--- config.mk ---
export PLATFORM = sky130hd
export DESIGN_NAME = flush_controller_flat
export DESIGN_NICKNAME = d
export VERILOG_FILES = /design/src/rtl/fc_pkg.sv /design/src/rtl/flush_controller_if.sv /design/src/rtl/pred_fifo.sv /design/src/rtl/flush_controller.sv /design/src/flat_wrapper.sv
export SDC_FILE = /design/constraint.sdc
export NUM_CORES = 1
export LEC_CHECK = 0
export CORE_ASPECT_RATIO = 0.8
export CORE_MARGIN = 10
export CORE_UTILIZATION = 45
export CTS_BUF_LIST = sky130_fd_sc_hd__clkbuf_8 sky130_fd_sc_hd__clkbuf_16
export DETAILED_ROUTE_END_ITERATION = 6
export GPL_TIMING_DRIVEN = 0
export PLACE_DENSITY = 0.67
export SLEW_MARGIN = 25
export SYNTH_ARGS = -nofsm -noshare
export SYNTH_HDL_FRONTEND = slang
export SYNTH_SLANG_ARGS = --single-unit
--- constraint.sdc ---
create_clock -name clk -period 6.4 [get_ports clk]
set_input_delay 1.92 -clock clk [delete_from_list [all_inputs] [get_ports clk]]
set_output_delay 1.92 -clock clk [all_outputs]
set_load 0.02 [all_outputs]
--- src/rtl/fc_pkg.sv ---
// Shared types for the branch-resolution flush controller.
package fc_pkg;

  typedef enum logic {IDLE, FLUSH} fc_state_t;

endpackage

--- src/rtl/flush_controller_if.sv ---
// Fetch/EX-facing prediction, resolution and flush signals of the flush controller.
interface flush_controller_if #(
  parameter int unsigned WordSize   = 32,
  parameter int unsigned Depth      = 4,
  parameter int unsigned CountWidth = 16
);
  localparam int unsigned QcW = $clog2(Depth) + 1;

  logic                  pred_valid;
  logic                  pred_taken;
  logic [WordSize-1:0]   pred_target;
  logic [WordSize-1:0]   pred_fallthru;
  logic                  pred_ready;
  logic                  res_valid;
  logic                  res_taken;
  logic [WordSize-1:0]   res_target;
  logic                  flush;
  logic [WordSize-1:0]   npc_corr;
  logic [QcW-1:0]        queue_count;
  logic [CountWidth-1:0] mispredicts;
  logic                  underflow_err;

  modport master (
    output pred_valid, pred_taken, pred_target, pred_fallthru, res_valid, res_taken, res_target,
    input  pred_ready, flush, npc_corr, queue_count, mispredicts, underflow_err
  );

  modport slave (
    input  pred_valid, pred_taken, pred_target, pred_fallthru, res_valid, res_taken, res_target,
    output pred_ready, flush, npc_corr, queue_count, mispredicts, underflow_err
  );

endinterface

--- src/rtl/pred_fifo.sv ---
// Circular in-order buffer of outstanding branch predictions; clear has priority over push.
module pred_fifo #(
  parameter int unsigned Width = 65,
  parameter int unsigned Depth = 4
) (
  input  logic                     clk,
  input  logic                     rst,
  input  logic                     push,
  input  logic                     pop,
  input  logic                     clear,
  input  logic [Width-1:0]         wdata,
  output logic [Width-1:0]         rdata,
  output logic [$clog2(Depth):0]   count,
  output logic                     full,
  output logic                     empty
);
  localparam int unsigned PtrW = $clog2(Depth);
  localparam logic [PtrW:0] FullCount = (PtrW+1)'(Depth);

  logic [Width-1:0] mem [Depth];
  logic [PtrW-1:0]  wr_ptr_q, rd_ptr_q;
  logic [PtrW:0]    count_q;

  always_ff @(posedge clk or posedge rst) begin
    if (rst) begin
      wr_ptr_q <= '0;
      rd_ptr_q <= '0;
      count_q  <= '0;
    end else if (clear) begin
      wr_ptr_q <= '0;
      rd_ptr_q <= '0;
      count_q  <= '0;
    end else begin
      if (push) wr_ptr_q <= wr_ptr_q + PtrW'(1);
      if (pop)  rd_ptr_q <= rd_ptr_q + PtrW'(1);
      case ({push, pop})
        2'b10:   count_q <= count_q + (PtrW+1)'(1);
        2'b01:   count_q <= count_q - (PtrW+1)'(1);
        default: count_q <= count_q;
      endcase
    end
  end

  // Storage needs no reset: count gates every read.
  always_ff @(posedge clk) begin
    if (push && !clear) mem[wr_ptr_q] <= wdata;
  end

  assign rdata = mem[rd_ptr_q];
  assign count = count_q;
  assign full  = (count_q == FullCount);
  assign empty = (count_q == '0);

endmodule

--- src/rtl/flush_controller.sv ---
// Resolves queued branch predictions against EX outcomes and issues a timed flush with npc_corr.
module flush_controller
  import fc_pkg::*;
#(
  parameter int unsigned WordSize    = 32,
  parameter int unsigned Depth       = 4,
  parameter int unsigned FlushCycles = 2,
  parameter int unsigned CountWidth  = 16
) (
  input  logic               clk,
  input  logic               rst,
  flush_controller_if.slave  bus
);
  localparam int unsigned QcW  = $clog2(Depth) + 1;
  localparam int unsigned CntW = $clog2(FlushCycles + 1);
  localparam logic [CntW-1:0] CntInit = CntW'(FlushCycles - 1);

  typedef struct packed {
    logic                taken;
    logic [WordSize-1:0] target;
    logic [WordSize-1:0] fallthru;
  } pred_entry_t;

  fc_state_t             state_q;
  logic [CntW-1:0]       flush_cnt_q;
  logic                  flush_q;
  logic [WordSize-1:0]   npc_corr_q;
  logic [CountWidth-1:0] mispredicts_q;
  logic                  underflow_q;

  pred_entry_t         head, wentry;
  logic [QcW-1:0]      fifo_count;
  logic                fifo_full, fifo_empty;
  logic                ready, push, pop, res_fire, mispredict;
  logic [WordSize-1:0] actual_pc, pred_pc;

  assign wentry = '{taken: bus.pred_taken, target: bus.pred_target,
                    fallthru: bus.pred_fallthru};

  always_comb begin
    ready      = (state_q == IDLE) && !fifo_full;
    push       = bus.pred_valid && ready;
    res_fire   = (state_q == IDLE) && bus.res_valid && !fifo_empty;
    actual_pc  = bus.res_taken ? bus.res_target : head.fallthru;
    pred_pc    = head.taken ? head.target : head.fallthru;
    mispredict = res_fire && (actual_pc != pred_pc);
    pop        = res_fire && !mispredict;
  end

  pred_fifo #(
    .Width ($bits(pred_entry_t)),
    .Depth (Depth)
  ) u_pred_fifo (
    .clk   (clk),
    .rst   (rst),
    .push  (push),
    .pop   (pop),
    .clear (mispredict),
    .wdata (wentry),
    .rdata (head),
    .count (fifo_count),
    .full  (fifo_full),
    .empty (fifo_empty)
  );

  always_ff @(posedge clk or posedge rst) begin
    if (rst) begin
      state_q       <= IDLE;
      flush_cnt_q   <= '0;
      flush_q       <= 1'b0;
      npc_corr_q    <= '0;
      mispredicts_q <= '0;
      underflow_q   <= 1'b0;
    end else begin
      case (state_q)
        IDLE: begin
          if (mispredict) begin
            state_q     <= FLUSH;
            flush_q     <= 1'b1;
            npc_corr_q  <= actual_pc;
            flush_cnt_q <= CntInit;
            if (mispredicts_q != '1) mispredicts_q <= mispredicts_q + CountWidth'(1);
          end else if (bus.res_valid && fifo_empty) begin
            underflow_q <= 1'b1;
          end
        end
        FLUSH: begin
          if (flush_cnt_q == '0) begin
            state_q <= IDLE;
            flush_q <= 1'b0;
          end else begin
            flush_cnt_q <= flush_cnt_q - CntW'(1);
          end
        end
        default: state_q <= IDLE;
      endcase
    end
  end

  assign bus.pred_ready    = ready;
  assign bus.flush         = flush_q;
  assign bus.npc_corr      = npc_corr_q;
  assign bus.queue_count   = fifo_count;
  assign bus.mispredicts   = mispredicts_q;
  assign bus.underflow_err = underflow_q;

endmodule

--- src/flat_wrapper.sv ---
// flat-port wrapper written by rule: the top's interface ports become plain ports
module flush_controller_flat import fc_pkg::*;
#(
  parameter int unsigned WordSize    = 32,
  parameter int unsigned Depth       = 4,
  parameter int unsigned FlushCycles = 2,
  parameter int unsigned CountWidth  = 16
)
  (clk, rst, bus_pred_valid, bus_pred_taken, bus_pred_target, bus_pred_fallthru, bus_res_valid, bus_res_taken, bus_res_target, bus_pred_ready, bus_flush, bus_npc_corr, bus_queue_count, bus_mispredicts, bus_underflow_err);
  flush_controller_if #(.WordSize(WordSize), .Depth(Depth), .CountWidth(CountWidth)) bus_i ();
  input  logic clk;
  input  logic rst;
  input wire logic [$bits(bus_i.pred_valid)-1:0] bus_pred_valid;
  input wire logic [$bits(bus_i.pred_taken)-1:0] bus_pred_taken;
  input wire logic [$bits(bus_i.pred_target)-1:0] bus_pred_target;
  input wire logic [$bits(bus_i.pred_fallthru)-1:0] bus_pred_fallthru;
  input wire logic [$bits(bus_i.res_valid)-1:0] bus_res_valid;
  input wire logic [$bits(bus_i.res_taken)-1:0] bus_res_taken;
  input wire logic [$bits(bus_i.res_target)-1:0] bus_res_target;
  output wire logic [$bits(bus_i.pred_ready)-1:0] bus_pred_ready;
  output wire logic [$bits(bus_i.flush)-1:0] bus_flush;
  output wire logic [$bits(bus_i.npc_corr)-1:0] bus_npc_corr;
  output wire logic [$bits(bus_i.queue_count)-1:0] bus_queue_count;
  output wire logic [$bits(bus_i.mispredicts)-1:0] bus_mispredicts;
  output wire logic [$bits(bus_i.underflow_err)-1:0] bus_underflow_err;
  assign bus_i.pred_valid = bus_pred_valid;
  assign bus_i.pred_taken = bus_pred_taken;
  assign bus_i.pred_target = bus_pred_target;
  assign bus_i.pred_fallthru = bus_pred_fallthru;
  assign bus_i.res_valid = bus_res_valid;
  assign bus_i.res_taken = bus_res_taken;
  assign bus_i.res_target = bus_res_target;
  assign bus_pred_ready = bus_i.pred_ready;
  assign bus_flush = bus_i.flush;
  assign bus_npc_corr = bus_i.npc_corr;
  assign bus_queue_count = bus_i.queue_count;
  assign bus_mispredicts = bus_i.mispredicts;
  assign bus_underflow_err = bus_i.underflow_err;
  flush_controller #(.WordSize(WordSize), .Depth(Depth), .FlushCycles(FlushCycles), .CountWidth(CountWidth)) u_core (.clk(clk), .rst(rst), .bus(bus_i));
endmodule
# After elaboration in Yosys (flattened, before gate mapping)
# Memory sizes are Yosys's and may differ from the RTL's.
# Cells that the tools add are included.
[word_totals] reg_bits=60 n_memories=1 output_inout_bits=54 inputBits=102 ram_bits=260 wordCells=66 latch_bits=0 romBits=0
[op_classes] mux=19 eq_ne=8 n_div=0 n_bitwise=2 reduce_logical=21 shifts=0 add_sub_neg=6 magnitude_cmp=0 mul=0
[memory_table] memory="u_core.u_pred_fifo.mem" depth=4 width=65 read_ports=1 rd_clocked_by_memory_dff=0 wr=1 line_no="pred_fifo.sv:20" rtl="logic [Width-1:0] mem [Depth];"
[ops] operator="$mux W32" count=2
[ops] operator="$ne A32 B32 Y1" count=1
[ops] operator="$add A16 B1 Y16 const B" count=1
[ops] operator="$ne A16 B16 Y1 const B" count=1
[ops] operator="$mux W2" count=6
[ops] operator="$logic_and A1 B1 Y1" count=8
[ops] operator="$mux W1" count=6
[ops] operator="$pmux W3 S2" count=1
[ops] operator="$reduce_and A2 Y1" count=3
[ops] operator="$reduce_and A3 Y1" count=2
[ops] operator="$add A2 B1 Y2 const B" count=2
[ops] operator="$ne A2 B2 Y1 const B" count=2
[ops] operator="$pmux W1 S2" count=2
[ops] operator="$pmux W2 S2" count=1
[ops] operator="$reduce_bool A2 Y1" count=2
[ops] operator="$add A3 B1 Y3 const B" count=1
[ops] operator="$eq A3 B3 Y1 const B" count=1
[ops] operator="$logic_not A1 Y1" count=3
[ops] operator="$logic_not A3 Y1" count=1
[ops] operator="$mux W3" count=1
[ops] operator="$reduce_bool A3 Y1" count=1
[ops] operator="$sub A3 B1 Y3 const B" count=1
[ops] operator="$eq A2 B1 Y1 const B" count=1
[ops] operator="$eq A2 B2 Y1 const B" count=1
[ops] operator="other kinds (4)" count=5

# Logic depth before layout (Yosys ltp)
# Gate-level depths: netlist of the first run.
[logic_depth] ltp_word=9 ltp_mapped=18 mapped_depth_nobuf=15

# Modules after synthesis
# From an unflattened synthesis of the first run, not the netlist that was laid out.
[unflattened] cells_unflattened=744 area_unflattened_um2=13370.3
[by_module_without_submodules] mod="pred_fifo" cells_each=384 n_inst=1 seq_area_each_um2=7982.7 area_each_um2=9857.0
[by_module_without_submodules] mod="flush_controller" cells_each=360 n_inst=1 seq_area_each_um2=1326.3 area_each_um2=3513.4

# Worst setup path after synthesis of the first run
# No wires, ideal clock.
[synth_path] path_kind="input to register" startpoint="in bus_res_taken" endpoint="mem u_core.u_pred_fifo.mem[0][0], enable pin" required_ps=5970 setup_time_ps=430 setup_slack_ps=571 arrival_ps=5399 stages=11 n_path_buf=2 cell_sequence="clkbuf_1 > inv_2 > mux2_2 > xor2_1 > nor4_1 > nand4_1 > a211oi_2 > nand3_4 > nand2_8 > buf_6 > and3_1"
[synth_via] elab_chain_cells=7
[synth_rtl] item="from (decl)" line_no="flat_wrapper.sv:18" rtl="input wire logic [$bits(bus_i.res_taken)-1:0] bus_res_taken;"
[synth_rtl] item="$mux W32" line_no="flush_controller.sv:44" rtl="actual_pc = bus.res_taken ? bus.res_target : head.fallthru;"
[synth_rtl] item="$ne A32 B32 Y1" line_no="flush_controller.sv:46" rtl="mispredict = res_fire && (actual_pc != pred_pc);"
[synth_rtl] item="$logic_and A1 B1 Y1" line_no="flush_controller.sv:46"
[synth_rtl] item="$logic_not A1 Y1" line_no="pred_fifo.sv:46" rtl="if (push && !clear) mem[wr_ptr_q] <= wdata;"
[synth_rtl] item="$logic_and A1 B1 Y1" line_no="pred_fifo.sv:46"
[synth_rtl] item="$mux W1" line_no="pred_fifo.sv:46"
[synth_rtl] item="$mux W1 (implied by the code)" line_no="pred_fifo.sv:46"
[synth_rtl] item="to (decl)" line_no="pred_fifo.sv:20"
# No other way between the ends.

# Worst setup path in the final report of the first run
[layout_path] startpoint="in bus_res_taken" endpoint="mem u_core.u_pred_fifo.mem[3][41], enable pin"
# The elaborated chain is that of the path after synthesis.

==> impl_results.md, run 1 <==
- Overall routing resource usage: 19.80%
- Layer with the highest usage: met2
- Final critical delay including setup and external delays: 5.499 ns
- CTS H-tree lvls: 2
- Final Instance Count excl. Fillers: 1526
- Count of buffers from port buffering: 154
- Proportion of register bits with asynchronous set or reset after synthesis: 18.75%
- Mapped Nets: 992
- Result of the run: complete, no violations
- Cell area after synthesis: 14350 um^2
- Global Route met1 Usage: 27.75%
- Via count of the first global-routing pass: 8767
- Final setup violating endpoints: 0
- Maximum clock skew at final layout: 0.02095 ns
- Yosys top cell area share: 54.40%
- Die outline area: 39480 um^2
- Worst-case vdd ir drop: 0.2275 mV
- Share of final-layout standard cells stronger than drive strength 1: 15.76%
- # placed instances: 1462
- Initial Utilization: 45.67%
- Terminus of the critical flop-to-flop path: u_core.u_pred_fifo.mem[3][41]
- Syn-to-layout area delta: 23.84%
- Leakage power total: 6.093 nW
- Top area cells in the synthesized netlist: edfxtp_1, mux4_2, dfrtp_1
- Number of DRC markers in iteration 0: 833
- Fraction of met2 tracks used by global routing: 29.37%
- Met3 usage in global routing: 5.889%
- Type of the setup path with the least slack: in -> reg
- Cells on Worst Hold Path: 1
- Placeable Area: 31420 um^2
- CP max stage delay: 0.64 ns
- Post-DRT Antenna Nets: 0
- Worst hold endpoint: u_core.bus.underflow_err
- Number of warnings reported in the yosys synthesis log: 0
- Rel. slew slack: 31.59%
- Series of cell instances along the critical path: clkbuf_1 -> inv_2 -> mux2_2 -> xor2_1 -> nor4_1 -> nand4_1 -> a211oi_2 -> nand3_4 -> nand2_8 -> buf_6 -> and3_4 -> buf_12
- Final hold violations: 0
- Critical path data required time: 6.60 ns
- Row count: 58
- Hold Crit Start: u_core.bus.underflow_err
- Total number of vias: 8563
- Grt total ovfl: 0
- Remaining DRCs: 0
- Number of synthesized register bits: 320
- CTS tree: done
- Clock-pin transition on the worst setup and hold timing paths: 0.06 ns
- RSZ-0062 raised after global routing: no
- Number of cells on the worst reg-to-reg path: 13
- Clk root buf: clkbuf_16
- Most frequent standard cell in the layout excluding fill and tap cells: edfxtp_1
- Crit path max fanout: 36
- Least-Margin Pin Slew: 1.026 ns
- Commonest cells after routing, fill and taps aside: edfxtp_1, clkdlybuf4s50_1, xnor2_1
- Maximum root-to-sink buffer count: 3
- Pwr per Cell Area: 365.6 nW/um^2
- Post-Synthesis Mean Instance Area: 16.27 um^2
- Width of the die: 219.7 um
- Synth area leader: edfxtp_1
- Clock buffer count from CTS: 34
- Class of the tightest hold or removal check: reg -> reg
- Post-CTS Hold Fix Bufs: 0
- Most common flop cell mapped by yosys: edfxtp_1
- First-pass GRT wire length: 57.53 mm
- Final Cycle Share: 85.93%
- Total Nets Final: 1188
- Clock latency at the later pin of the worst-skew pair: 0.53 ns
- Capturing element type of the critical path: flop
- Largest net degree at the start of global routing: 44
- Post-Route Hold Slack: 0.4567 ns
- Top-level I/O count: 156
- Synthesized instance count: 882
- Via count normalized by instance count: 5.611
- Chip Height: 179.7 um
- Wire length reported by the detailed router: 39.33 mm
- Proportion of synthesized chip area in sequential cells: 64.86%
- Launch point of the worst reg-to-reg path: u_core.u_pred_fifo.rd_ptr_q[1]
- Launching element type of the critical path: input pin
- Wire length per cell: 25.77 um
- Slowest library cell on the worst path: and3_4
- Max-capacitance violation count: 0
- Minimum setup slack among reg-to-reg paths: 1.32 ns
- Max-slew violation count: 0
- Distinct cell type count of the synthesized netlist: 53
- Antenna violations before repair: 5
- Number of cells upsized or downsized after cts: 0
- CP arrival: 5.69 ns
- Final GP Congestion: 0.8535
- Maximum frequency from static timing analysis: 181.8 MHz
- Post-DP HPWL: 28.04 mm
- Number of buffers inserted to repair setup after CTS: 0
- Number of enable flip-flop cells after synthesis: 260
- Number of iterations in the first detailed-routing pass: 5
- Total number of clock tree sinks: 320
[logic make-up (layout without fill, tap and decap cells)]
family                     Yosys count  after routing  synth area share [%]
adders and majority gates            8              8                0.7498
buffers and inverters               54            276                 1.918
DFF                                320            320                 64.86
AOI/OAI and AO/OA                   48             48                 2.249
muxes                              122            122                 14.72
xor gates and xnor gates           158            158                 9.642
and+or+nand+nor                    172            172                 5.859
other                                0              2                     0
[flip-flops by register name, summed over array words and instances (netlist names)]
signal,flops
u_core.bus.npc_corr,32
u_core.state_q,1
u_core.u_pred_fifo.count,3
u_core.bus.flush,1
u_core.u_pred_fifo.rd_ptr_q,2
u_core.flush_cnt_q,2
u_core.u_pred_fifo.wr_ptr_q,2
u_core.u_pred_fifo.mem,260
u_core.bus.underflow_err,1
u_core.bus.mispredicts,16
[worst max-delay path: cells and delay by family]
family                    cells  cell delay (ns)
and+or+nand+nor               5             1.84
AOI/OAI and AO/OA             1             0.32
xor gates and xnor gates      1             0.17
buffers and inverters         4             0.96
muxes                         1             0.42
[cell type report]
class	instances	area, um^2
Antenna cell	2	5.005
Buffer	36	207.7
Clock buffer	41	980.9
Clock inverter	21	202.7
Fill cell	2474	13650
Inverter	18	70.07
Multi-Input combinational cell	508	4787
Sequential cell	320	9309
Tap cell	420	525.5
Timing Repair Buffer	160	1684
[per-stage QoR]
step	util, %	TNS (ns)	cell area (um^2)	power (mW)	setup WS [ns]
final	56.56	0	17770	6.497	0.9006
after global routing	56.54	0	17770	6.757	0.7626
after CTS	56.54	0	17770	6.548	0.9235
after detailed placement	52.78	0	16580	4.488	0.4170
after global placement	52.25	-416.14	16420	4.449	-1.635
after floorplan	-	0	14350	3.759	0.5705
[Yosys cell counts, types with 3 or more instances]
| library cell | count |
|---|---|
| clkbuf_1 | 8 |
| nand3_1 | 14 |
| nor4_1 | 4 |
| nand4_1 | 23 |
| and3_1 | 11 |
| and2_1 | 3 |
| nand2b_1 | 3 |
| ha_1 | 7 |
| mux2_2 | 14 |
| nor2b_1 | 5 |
| nor2_1 | 12 |
| nor3_1 | 12 |
| edfxtp_1 | 260 |
| mux2_1 | 18 |
| mux2i_1 | 22 |
| xnor2_1 | 111 |
| buf_2 | 10 |
| buf_1 | 6 |
| nand2_1 | 80 |
| dfrtp_1 | 60 |
| a21oi_1 | 16 |
| a31oi_1 | 8 |
| mux4_2 | 68 |
| xor2_1 | 47 |
| o21ai_0 | 4 |
| buf_6 | 4 |
| buf_4 | 8 |
| inv_1 | 17 |
[metal layers]
metal  wire [um]  vias up  part of all wire, %
li1            -     3749                    -
met1       16870     4355                   43
met2       17680      389                   45
met3        3859       64                  9.8
met4         891        6                  2.3
met5          38        -                0.097
[worst max path at each step]
stage,from,to,slack [ns],cells after the start
floorplan,bus_res_taken,u_core.u_pred_fifo.mem[0][0],0.57,11
CTS,bus_res_target[14],u_core.u_pred_fifo.mem[3][41],0.92,11
global route,bus_res_taken,u_core.u_pred_fifo.mem[3][41],0.76,12
global placement,bus_res_taken,u_core.u_pred_fifo.mem[0][62],-1.64,11
finish,bus_res_taken,u_core.u_pred_fifo.mem[3][41],0.90,12
detailed placement,bus_res_target[14],u_core.u_pred_fifo.mem[3][35],0.42,11
[report_power, final]
group          switching, mW  internal, mW
Clock                  0.803          1.25
Sequential             0.189          2.66
Combinational          0.862         0.733
Power figures use the tool's default switching activity.
==> run 2: changes to the inputs <==
- REMOVE_ABC_BUFFERS: not set -> 1
==> impl_results.md, run 2 (same netlist as run 1, synthesis figures left out) <==
- First-pass GRT wire length: 51.09 mm (-11%)
- Overall routing resource usage: 16.91% (-2.9 points)
- Worst slack at placement: -0.4899 ns (-0.9069 ns)
- Type of the setup path with the least slack: in -> reg
- Maximum clock skew at final layout: 0.01562 ns (-0.005327 ns)
- Fin Setup TNS: 0 ns (unchanged)
- Crit path max fanout: 37 (+2.8%)
- Worst hold endpoint: u_core.bus.underflow_err
- Commonest cells after routing, fill and taps aside: edfxtp_1, clkdlybuf4s50_1, xnor2_1
- Number of cells on the worst reg-to-reg path: 12 (-1)
- Placeable Area: 31420 um^2 (unchanged)
- Least-Margin Pin Slew: 1.026 ns (-0.0004948 ns)
- Row count: 58 (unchanged)
- Die outline area: 39480 um^2 (unchanged)
- Total number of clock tree sinks: 320 (unchanged)
- Final critical delay including setup and external delays: 6.056 ns (+0.5571 ns)
- Launching element type of the critical path: input pin
- Width of the die: 219.7 um (unchanged)
- Largest net degree at the start of global routing: 42 (-4.5%)
- Wire length reported by the detailed router: 33.65 mm (-14%)
- Result of the run: complete, no violations
- Post-Route Hold Slack: 0.4543 ns (-0.002401 ns)
- Final GP Congestion: 0.7699 (-9.8%)
- Antenna violations before repair: 4 (-1)
- Chip Height: 179.7 um (unchanged)
- Number of flip-flops in the largest register: 260 (unchanged)
- Rel. slew slack: 29.66% (-1.9 points)
- Final setup violating endpoints: 0 (unchanged)
- Post-DP HPWL: 22.85 mm (-19%)
- Cells on Worst Hold Path: 1 (unchanged)
- Critical path data required time: 6.59 ns (about the same)
- Initial Utilization: 45.67% (unchanged)
- Register with the most flip-flops: u_core.u_pred_fifo.mem
- CP max stage delay: 0.69 ns (+0.05 ns)
- Class of the tightest hold or removal check: reg -> reg
- CP arrival: 6.25 ns (+0.56 ns)
- Clk root buf: clkbuf_16
- CTS tree: done
- Maximum root-to-sink buffer count: 3 (unchanged)
- Syn-to-layout area delta: 23.62%
- Final Instance Count excl. Fillers: 1497 (-1.9%)
- Total number of vias: 8070 (-5.8%)
- Hold Crit Start: u_core.bus.underflow_err
- Worst-case vdd ir drop: 0.2096 mV (-7.9%)
- Final Cycle Share: 94.63% (+8.7 points)
- Launch point of the worst reg-to-reg path: u_core.u_pred_fifo.rd_ptr_q[1]
- Number of buffers inserted to repair setup after CTS: 0 (unchanged)
- CTS H-tree lvls: 2 (unchanged)
- Clock-pin transition on the worst setup and hold timing paths: 0.06 ns (about the same)
- Via count normalized by instance count: 5.391 (-3.9%)
- Fraction of the core area covered by cells at the end of the flow: 56.46% (-0.10 points)
- Most frequent standard cell in the layout excluding fill and tap cells: edfxtp_1
- Cell area after placement: 16510 um^2 (-0.45%)
- Remaining DRCs: 0 (unchanged)
- Top-level I/O count: 156 (unchanged)
- Final setup margin: 0.3435 ns (-0.5571 ns)
- Leakage power total: 6.014 nW (-1.3%)
- Capturing element type of the critical path: flop
- RSZ-0062 raised after global routing: no
- Clock latency at the later pin of the worst-skew pair: 0.51 ns (-0.02 ns)
- Wire length per cell: 22.48 um (-13%)
- Share of final-layout standard cells stronger than drive strength 1: 15.18% (-0.58 points)
- Number of iterations in the first detailed-routing pass: 5 (unchanged)
- Final hold violations: 0 (unchanged)
- Via count of the first global-routing pass: 8528 (-2.7%)
- Design area: 17740 um^2 (-0.18%)
- Maximum frequency from static timing analysis: 165.1 MHz (-9.2%)
- Total Power Consumption: 6.483 mW (-0.21%)
- Slowest library cell on the worst path: and3_4
- Post-DRT Antenna Nets: 0 (unchanged)
- Series of cell instances along the critical path: buf_2 -> inv_4 -> mux2_2 -> xor2_1 -> nor4_1 -> nand4_1 -> a211oi_2 -> nand3_4 -> nand2_8 -> and3_4 -> buf_12
- Grt total ovfl: 0 (unchanged)
- Total Nets Final: 1159 (-2.4%)
- Max-capacitance violation count: 0 (unchanged)
- Pwr per Cell Area: 365.4 nW/um^2 (about the same)
- Clock buffer count from CTS: 35 (+2.9%)
- # placed instances: 1432 (-2.1%)
- Max-slew violation count: 0 (unchanged)
- Number of DRC markers in iteration 0: 612 (-27%)
- Terminus of the critical flop-to-flop path: u_core.u_pred_fifo.mem[2][50]
- Count of buffers from port buffering: 155 (+0.65%)
- Minimum setup slack among reg-to-reg paths: 1.02 ns (-0.30 ns)
[run 2: what timing repair did]
item,CTS,global route
resized for setup,0,2
hold buffers,0,0
setup endpoints to repair,0,129
[run 2: area by class of cell]
type	instances	area (um^2)
antenna	3	7.507
sequential	320	9316
multi-input combinational	508	4790
inverter	18	72.57
clock buffer	39	953.4
timing repair buffer	166	1807
fill	2455	13680
tap	420	525.5
clock inverter	23	269.0
[run 2: power breakdown]
part           total [mW]  switching [mW]  internal (mW)
clock network        2.11           0.802           1.31
logic                1.52           0.809          0.716
registers            2.84           0.186           2.66
total                6.48            1.80           4.69
[run 2: how the worst max path moves through the flow]
stage,from,end,slack (ns)
detailed placement,bus_res_taken,u_core.u_pred_fifo.mem[1][19],-0.49
global route,bus_res_taken,u_core.u_pred_fifo.mem[1][19],0.06
CTS,bus_res_taken,u_core.u_pred_fifo.mem[1][48],0.007
global placement,u_core.u_pred_fifo.rd_ptr_q[0],u_core.u_pred_fifo.mem[0][18],-4.84
floorplan,u_core.u_pred_fifo.rd_ptr_q[0],u_core.u_pred_fifo.mem[0][0],-0.84
finish,bus_res_taken,u_core.u_pred_fifo.mem[2][50],0.34
[run 2: critical path: cells and delay by family]
kind                   cells  cell delay (ns)
AO/OA/AOI/OAI              1             0.43
XOR/XNOR                   1             0.18
buffers and inverters      3             1.17
multiplexers               1             0.41
AND/OR/NAND/NOR            5             2.06
[run 2: layer usage]
layer  GRT usage, %  wire length [um]  vias up
li1               -                 -     3692
met5              0                18        -
met4          3.364               445        2
met1          23.22             14890     4120
met3          4.245              2449       41
met2          26.83             15840      215
